==> config.mk <==
export PLATFORM = sky130hd
export DESIGN_NAME = bus_slave
export DESIGN_NICKNAME = d
export VERILOG_FILES = /design/src/rtl/bus_pkg.sv /design/src/rtl/bus_slave_mem.sv /design/src/rtl/bus_slave.sv
export SDC_FILE = /design/constraint.sdc
export NUM_CORES = 2
export LEC_CHECK = 0
export CAP_MARGIN = 20
export CORE_MARGIN = 10
export CORE_UTILIZATION = 45
export DETAILED_ROUTE_END_ITERATION = 6
export DONT_BUFFER_PORTS = 1
export GPL_TIMING_DRIVEN = 0
export HOLD_SLACK_MARGIN = 0.03
export PLACE_DENSITY_LB_ADDON = 0.05
export SYNTH_ARGS = -nofsm -noshare
export SYNTH_HDL_FRONTEND = slang
export SYNTH_SLANG_ARGS = --single-unit
==> constraint.sdc <==
create_clock -name clk -period 38.9 [get_ports clk]
set_input_delay 5.835 -clock clk [delete_from_list [all_inputs] [get_ports clk]]
set_output_delay 5.835 -clock clk [all_outputs]
set_load 0.02 [all_outputs]
==> src/rtl/bus_pkg.sv <==
// Shared constants for the simple-bus slave: state encoding, address map and
// wait-state counter sizing.
package bus_pkg;

  localparam int BUS_DATA_W = 32;
  localparam int WAIT_CNT_W = 4;
  localparam int WAIT_MAX   = (1 << WAIT_CNT_W) - 1;

  localparam logic [7:0] SLAVE0_BASE = 8'h00;
  localparam logic [7:0] SLAVE1_BASE = 8'h20;
  localparam logic [7:0] SLAVE_SPAN  = 8'h20;

  typedef enum logic [1:0] {
    ST_IDLE = 2'd0,
    ST_WAIT = 2'd1,
    ST_ACK  = 2'd2
  } state_t;

  // Counter preload for the WAIT state; the zero-wait case skips WAIT entirely.
  function automatic logic [WAIT_CNT_W-1:0] wait_load(input int wc);
    if (wc > 0) return WAIT_CNT_W'(wc - 1);
    return '0;
  endfunction

endpackage

==> src/rtl/bus_slave_mem.sv <==
// Word register array behind one bus slave: single write port, combinational
// read port, whole array cleared by the asynchronous reset.
module bus_slave_mem #(
  parameter int DATA_W = 32,
  parameter int DEPTH  = 32,
  parameter int IDX_W  = 5
) (
  input  logic              clk,
  input  logic              reset,
  input  logic              we,
  input  logic [IDX_W-1:0]  waddr,
  input  logic [DATA_W-1:0] wdata,
  input  logic [IDX_W-1:0]  raddr,
  output logic [DATA_W-1:0] rdata
);

  logic [DATA_W-1:0] mem_q [DEPTH];

  always_ff @(posedge clk or posedge reset) begin
    if (reset) begin
      for (int i = 0; i < DEPTH; i++) mem_q[i] <= '0;
    end else if (we) begin
      mem_q[waddr] <= wdata;
    end
  end

  assign rdata = mem_q[raddr];

endmodule

==> src/rtl/bus_slave.sv <==
// Bus responder: accepts one selected read/write, waits WAIT_CYCLES, then
// pulses s_ack for one cycle with read data on s_dout.
module bus_slave
  import bus_pkg::*;
#(
  parameter int DATA_W      = BUS_DATA_W,
  parameter int ADDR_W      = 8,
  parameter int DEPTH       = 32,
  parameter int WAIT_CYCLES = 1
) (
  input  logic              clk,
  input  logic              reset,
  input  logic              s_sel,
  input  logic              s_req,
  input  logic              s_wr,
  input  logic [ADDR_W-1:0] s_address,
  input  logic [DATA_W-1:0] s_din,
  output logic [DATA_W-1:0] s_dout,
  output logic              s_ack,
  output logic              s_busy
);

  localparam int IDX_W = $clog2(DEPTH);
  localparam logic [WAIT_CNT_W-1:0] WAIT_LOAD = wait_load(WAIT_CYCLES);

  state_t                state_q, state_d;
  logic [WAIT_CNT_W-1:0] cnt_q, cnt_d;
  logic [DATA_W-1:0]     dout_q, dout_d;
  logic                  ack_q, ack_d;
  logic                  busy_q, busy_d;

  logic                  wr_q;
  logic [IDX_W-1:0]      addr_q;
  logic [DATA_W-1:0]     din_q;

  logic                  accept;
  logic                  enter_ack;
  logic                  cur_wr;
  logic [IDX_W-1:0]      cur_addr;
  logic [DATA_W-1:0]     cur_din;
  logic                  mem_we;
  logic [DATA_W-1:0]     mem_rdata;

  // Upper address bits select the slave in the decoder, not a word here.
  logic unused_addr_hi;
  assign unused_addr_hi = ^s_address[ADDR_W-1:IDX_W];

  always_comb begin
    state_d = state_q;
    cnt_d   = cnt_q;
    accept  = 1'b0;
    case (state_q)
      ST_IDLE: begin
        if (s_req && s_sel) begin
          accept = 1'b1;
          if (WAIT_CYCLES == 0) begin
            state_d = ST_ACK;
          end else begin
            state_d = ST_WAIT;
            cnt_d   = WAIT_LOAD;
          end
        end
      end
      ST_WAIT: begin
        if (cnt_q == '0) state_d = ST_ACK;
        else             cnt_d   = cnt_q - 1'b1;
      end
      ST_ACK:  state_d = ST_IDLE;
      default: state_d = ST_IDLE;
    endcase
  end

  // With zero wait states ACK is entered on the accept edge itself, so the
  // live bus fields must be used there instead of the not-yet-loaded latches.
  always_comb begin
    cur_wr    = (state_q == ST_IDLE) ? s_wr                 : wr_q;
    cur_addr  = (state_q == ST_IDLE) ? s_address[IDX_W-1:0] : addr_q;
    cur_din   = (state_q == ST_IDLE) ? s_din                : din_q;
    enter_ack = (state_d == ST_ACK) && (state_q != ST_ACK);
    mem_we    = enter_ack && cur_wr;
    dout_d    = (enter_ack && !cur_wr) ? mem_rdata : dout_q;
    ack_d     = (state_d == ST_ACK);
    busy_d    = (state_d != ST_IDLE);
  end

  always_ff @(posedge clk or posedge reset) begin
    if (reset) begin
      state_q <= ST_IDLE;
      cnt_q   <= '0;
      dout_q  <= '0;
      ack_q   <= 1'b0;
      busy_q  <= 1'b0;
    end else begin
      state_q <= state_d;
      cnt_q   <= cnt_d;
      dout_q  <= dout_d;
      ack_q   <= ack_d;
      busy_q  <= busy_d;
    end
  end

  always_ff @(posedge clk) begin
    if (accept) begin
      wr_q   <= s_wr;
      addr_q <= s_address[IDX_W-1:0];
      din_q  <= s_din;
    end
  end

  bus_slave_mem #(
    .DATA_W (DATA_W),
    .DEPTH  (DEPTH),
    .IDX_W  (IDX_W)
  ) u_mem (
    .clk   (clk),
    .reset (reset),
    .we    (mem_we),
    .waddr (cur_addr),
    .wdata (cur_din),
    .raddr (cur_addr),
    .rdata (mem_rdata)
  );

  assign s_dout = dout_q;
  assign s_ack  = ack_q;
  assign s_busy = busy_q;

endmodule
# ---- After elaboration in Yosys (flattened, before gate mapping)
# Cells that the tools add are included.
dict set report word_totals {
  word_cells 77
  out_inout_bits 34
  input_bits 45
  regBits 1102
}
dict set report classes {
  n_lt_le_gt_ge 2
  reduce_logical 11
  eq_ne 5
  bitwise_logic 1
  muxes 17
  add_sub_neg 1
}
# op count
set ops {}
lappend ops {{$bwmux W1024} 1}
lappend ops {{$bmux W32 S5} 1}
lappend ops {{$demux W32 S5} 1}
lappend ops {{$mux W32} 4}
lappend ops {{$mux W4} 2}
lappend ops {{$pmux W4 S2} 1}
lappend ops {{$ge A6 B6 Y1 const B} 1}
lappend ops {{$lt A6 B1 Y1 const B} 1}
lappend ops {{$ne A2 B2 Y1 const B} 3}
lappend ops {{$not A5 Y6} 1}
lappend ops {{$logic_and A1 B1 Y1} 5}
lappend ops {{$mux W5} 1}
lappend ops {{$logic_not A4 Y1} 1}
lappend ops {{$mux W2} 2}
lappend ops {{$pmux W2 S2} 1}
lappend ops {{$reduce_bool A2 Y1} 2}
lappend ops {{$sub A4 B1 Y4 const B} 1}
lappend ops {{$mux W1} 3}
lappend ops {{$reduce_and A3 Y1} 1}
lappend ops {{$eq A2 B1 Y1 const B} 1}
lappend ops {{$eq A2 B2 Y1 const B} 1}
lappend ops {{$logic_not A2 Y1} 1}
lappend ops {{$logic_not A1 Y1} 1}

# ---- Longest topological paths before layout
dict set report logic_depth {
  depth_word 8
  ltp_mapped 11
  ltp_nobuf 8
}

# ---- Cells and area by module
# Synthesis repeated with hierarchy kept, for this count alone.
dict set report unflattened {
  hier_cells 3631
  hier_area_um2 50806.2
}
# mod cells_each area_each_um2 n_inst seq_area_each_um2
set by_module_without_submodules {}
lappend by_module_without_submodules {bus_slave_mem 3448 47481.8 1 25624.6}
lappend by_module_without_submodules {bus_slave 183 3324.4 1 2142.1}

# ---- Worst setup path before layout
# No wires, ideal clock.
dict set report synth_path {
  path_kind {input to register}
  start {input port s_address[1]}
  end {register u_mem.mem_q[970] (netlist name)}
  slack_ps 31403
  arrival_time_ps 7360
  setup_time_ps 137
  path_buffers 2
  required_time_ps 38763
  path_stages 7
  cell_sequence {or4b_1 o21ai_2 buf_2 nand2_1 nor2_2 clkbuf_1 a21oi_1}
}
dict set report synth_between {
  elab_chain_len 7
  elab_cells_between_ends 8
  classes_between {2 x order compare; 4 x mux; 1 x bitwise; 1 x reduce/logical}
}
# element line_no
set synth_lines {}
lappend synth_lines {{start, declared} bus_slave.sv:16} ;# input logic [ADDR_W-1:0] s_address,
lappend synth_lines {{$mux W5 (*)} bus_slave.sv:77} ;# cur_addr = (state_q == ST_IDLE) ? s_address[IDX_W-1:0] : addr_q;
lappend synth_lines {{$not A5 Y6 (not written as such) (*)} bus_slave_mem.sv:23} ;# mem_q[waddr] <= wdata;
lappend synth_lines {{$ge A6 B6 Y1 (not written as such) / $lt A6 B1 Y1 (equally long branches)} bus_slave_mem.sv:23}
lappend synth_lines {{$logic_and A1 B1 Y1 (not written as such)} bus_slave_mem.sv:23}
lappend synth_lines {{$mux W32 (not written as such)} bus_slave_mem.sv:23}
lappend synth_lines {{$demux W32 S5 (*)} bus_slave_mem.sv:23}
lappend synth_lines {{$bwmux W1024 (*)} bus_slave_mem.sv:23}
lappend synth_lines {{end signal, assigned by index} bus_slave_mem.sv:23}
lappend synth_lines {{end, declared} bus_slave_mem.sv:17} ;# logic [DATA_W-1:0] mem_q [DEPTH];
# Mark *: on every way between the ends. The rest lies on a longest branch, timed or not.
# A chain may end at the register's enable or synchronous reset.

# ---- Worst setup path in the final report
dict set report layout_path {
  start {input port s_address[1]}
  end {register dout_q[30], in the netlist s_dout[30]}
}
dict set report layout_between {
  elab_chain_len 5
}
# element line_no
set layout_lines {}
lappend layout_lines {{$mux W5} bus_slave.sv:77}
lappend layout_lines {{$not A5 Y6 (not written as such)} bus_slave_mem.sv:27} ;# assign rdata = mem_q[raddr];
lappend layout_lines {{$bmux W32 S5} bus_slave_mem.sv:27}
lappend layout_lines {{$mux W32 (not written as such) (2 in a row)} bus_slave_mem.sv:27}
lappend layout_lines {{end signal, assigned} bus_slave.sv:96} ;# dout_q <= dout_d;
lappend layout_lines {{end, declared} bus_slave.sv:28} ;# logic [DATA_W-1:0] dout_q, dout_d;
# Every way passes these cells. The select of a mux whose other input is x is not followed.

==> flow_summary.ini <==
[sta]
hold_viol_final = 0
relSlewSlack_pct = 12.72
fmax_mhz = 115.7
setup_viol = 0
fin_crit_sh_pct = 22.22
drv_slew = 0
rsz0062_at_grt = no
worst_slack_ns = 30.26
skew_ns = 0.03263
worst_slew_pin_slew_ns = 1.309
period_needed_ns = 8.643
setup_tns_ns = 0

[worst_setup_path]
worstSetupPathType = input port to flip-flop
cpMostUsedCell = clkbuf_1
rr_endpoint = s_dout[30]
ff2ff_setup_slack_ns = 34.35
critPathLaunch = s_address[1]
endpoint = s_dout[30]
endpoint_kind = flip-flop
cp-start-kind = input port
arrival_ns = 9.30
reg2reg_depth = 8
critPathMaxFanout = 10
crit_path_max_incr_delay_ns = 1.00
regToRegStartpoint = state_q[1]
critical_path_required_ns = 39.56
slowest_stage = clkbuf_1
crit_chain = nand2_1 -> mux2i_1 -> clkbuf_1 -> clkbuf_1 -> a22oi_1 -> a21oi_1 -> nor2_1 -> a31oi_1

[global_route]
grtUsageTotal_pct = 34.09
grt_pass1_vias = 37270
grt_overflow_total = 0
antenna_found_initial = 3
grt_max_degree = 123
grt_pass1_wl_um = 277200

[drt]
vias_per_cell = 6.300
top_layer = met5
drt_pre_antenna_iters = 6
drtIter0Drc = 5178
wl_met1_um = 78120
wl_per_cell_um = 31.52
routed_wl_um = 196100
drc = 0
ant_nets = 0
route.met2.wl_um = 83340
num_vias = 39180
met3_length_um = 19050

[synthesis]
synth_edf_count = 38
synth_async_sr_flop_share_pct = 96.55
seq_area_frac_synth_pct = 61.15
synthDistinctLibCells = 37
ys_ff_latch = 1102
synth_cells = 4653
synth_nets = 4700
ys.flop_type = dfrtp_1
syn_area_mm2 = 0.04541
yosysWarnings = 0
synth_area_per_cell_um2 = 9.758

[clocking]
clock-root-buffer = clkbuf_16
clk_pin_slew_ns = 0.06
clk_latency_ns = 0.75
cts_buffer_depth = 3
clock_sinks = 1102
cts_tree = built
cts_resized = 0
hold_buffers = 0
cts_setup_buffers = 0
cts_buffers = 119
cts-htree-levels = 3

[floorplanning]
io-pin-count = 79
fp.coreArea_mm2 = 0.1001
initial_core_util_pct = 45.34
row_count = 116
die-area_mm2 = 0.1140
die_x_um = 337.7
die_h_um = 337.7

[power_and_ir_drop]
power.internal_uw = 2002
ir_drop_mv = 0.03631
p_sw_uw = 785.2
p_clk_share_pct = 42.4
power_density_mw_per_mm2 = 53.62
p_comb_share_pct = 11.0
leakagePower_uw = 0.02203
p_seq_share_pct = 46.6
swShare_pct = 28.17

[final_layout]
drive_above_1_share_pct = 7.034
areaGrowthSynthToFinish_pct = 14.48
final_cell_mix = dfrtp_1 (1,064), nand2_1 (801), o21ai_0 (725)
finalNetCount = 4871
final_common_cell = dfrtp_1
final_cells = 6220

[run_status]
outcome = finished, final reports clean

[placement]
gp_congestion = 0.9892
numPortBuffers = 0
place_hpwl_um = 141200
place_ws_ns = 29.67
dp_cells = 5992

[hold_path]
hp-class = flip-flop to flip-flop

[job]
maxCapViolations = 0
cell families after synthesis:
kind of cell    share of synthesized area [%]
compound gates                          23.10
xor+xnor                              0.03859
fa+ha+maj                             0.05510
buf+inv                                 3.905
flops                                   61.15
mux                                    0.9507
simple gates                            10.80
power groups by stage:
| stage | clock [uW] | sequential, uW | combinational [uW] |
|---|---|---|---|
| after floorplan | 0 | 1300 | 156 |
| after global placement | 0 | 1320 | 279 |
| after detailed placement | 0 | 1320 | 296 |
| after CTS | 1190 | 1300 | 296 |
| after global routing | 1230 | 1310 | 324 |
| final | 1180 | 1300 | 307 |
worst max-delay path, delay by kind of cell:
kind,cells,cell delay [ns]
buffers and inverters,2,1.90
AO/OA/AOI/OAI,3,0.89
multiplexers,1,0.53
AND/OR/NAND/NOR,2,0.11
state kept, by name (all words and copies together), names as in the netlist:
signal and flops:
u_mem.mem_q 1024, din_q 32, s_dout 32, addr_q 5, cnt_q 4, state_q 2
s_ack 1, s_busy 1, wr_q 1
worst min-delay path by stage:
stage / from / end / slack (ns) / cells after the start
detailed placement: u_mem.mem_q[423] / u_mem.mem_q[423] / 0.47 / 2
finish: u_mem.mem_q[280] / u_mem.mem_q[280] / 0.48 / 2
global placement: u_mem.mem_q[500] / u_mem.mem_q[500] / 0.46 / 2
CTS: u_mem.mem_q[43] / u_mem.mem_q[43] / 0.48 / 2
global route: u_mem.mem_q[34] / u_mem.mem_q[34] / 0.50 / 2
floorplan: u_mem.mem_q[100] / u_mem.mem_q[100] / 0.45 / 2
final cells by class:
class,instances,area (um2)
fill,9472,48170
sequential,1102,27770
multi-input combinational,3105,15870
clock buffer,185,3633
buffer,441,1764
tap,1298,1624
timing repair buffer,50,890.9
clock inverter,31,394.1
inverter,5,26.28
antenna,3,7.507
Yosys cell counts, types with 4 or more instances:
library cell  number  area [um2]
buf_1             22       82.58
a22oi_1          512        3844
a21oi_1          512        2562
dfrtp_1         1064       26630
clkbuf_1         345        1295
inv_1              5       18.77
nor3_1            33       165.2
mux2i_1           33       330.3
buf_2             73       365.4
nand2_1          801        3007
a31oi_1           32       200.2
nor4_1            33       206.5
nor3_2             5       50.05
edfxtp_1          38        1141
o21ai_1           45       225.2
nand3_1            9       45.04
and2_1             4       25.02
o21ai_0          725        3628
nor2_1           326        1224
nor2_2             6       37.54
per-layer routing:
metal / track usage [%] / vias up
met5: 1.041 / -
met4: 22.68 / 4
met3: 8.375 / 500
met2: 49.42 / 2075
met1: 44.95 / 19910
li1: - / 16700
through the flow:
stage	util (%)	cell area, um2	total power [uW]	hold WS (ns)
CTS	51.77	51850	2777	0.4826
finish	51.90	51980	2787	0.4780
global placement	46.96	47030	1598	0.4614
floorplan	-	45410	1456	0.4502
detailed placement	47.75	47820	1612	0.4701
global route	51.90	51970	2864	0.4977
(Power assumes the default switching activity.)
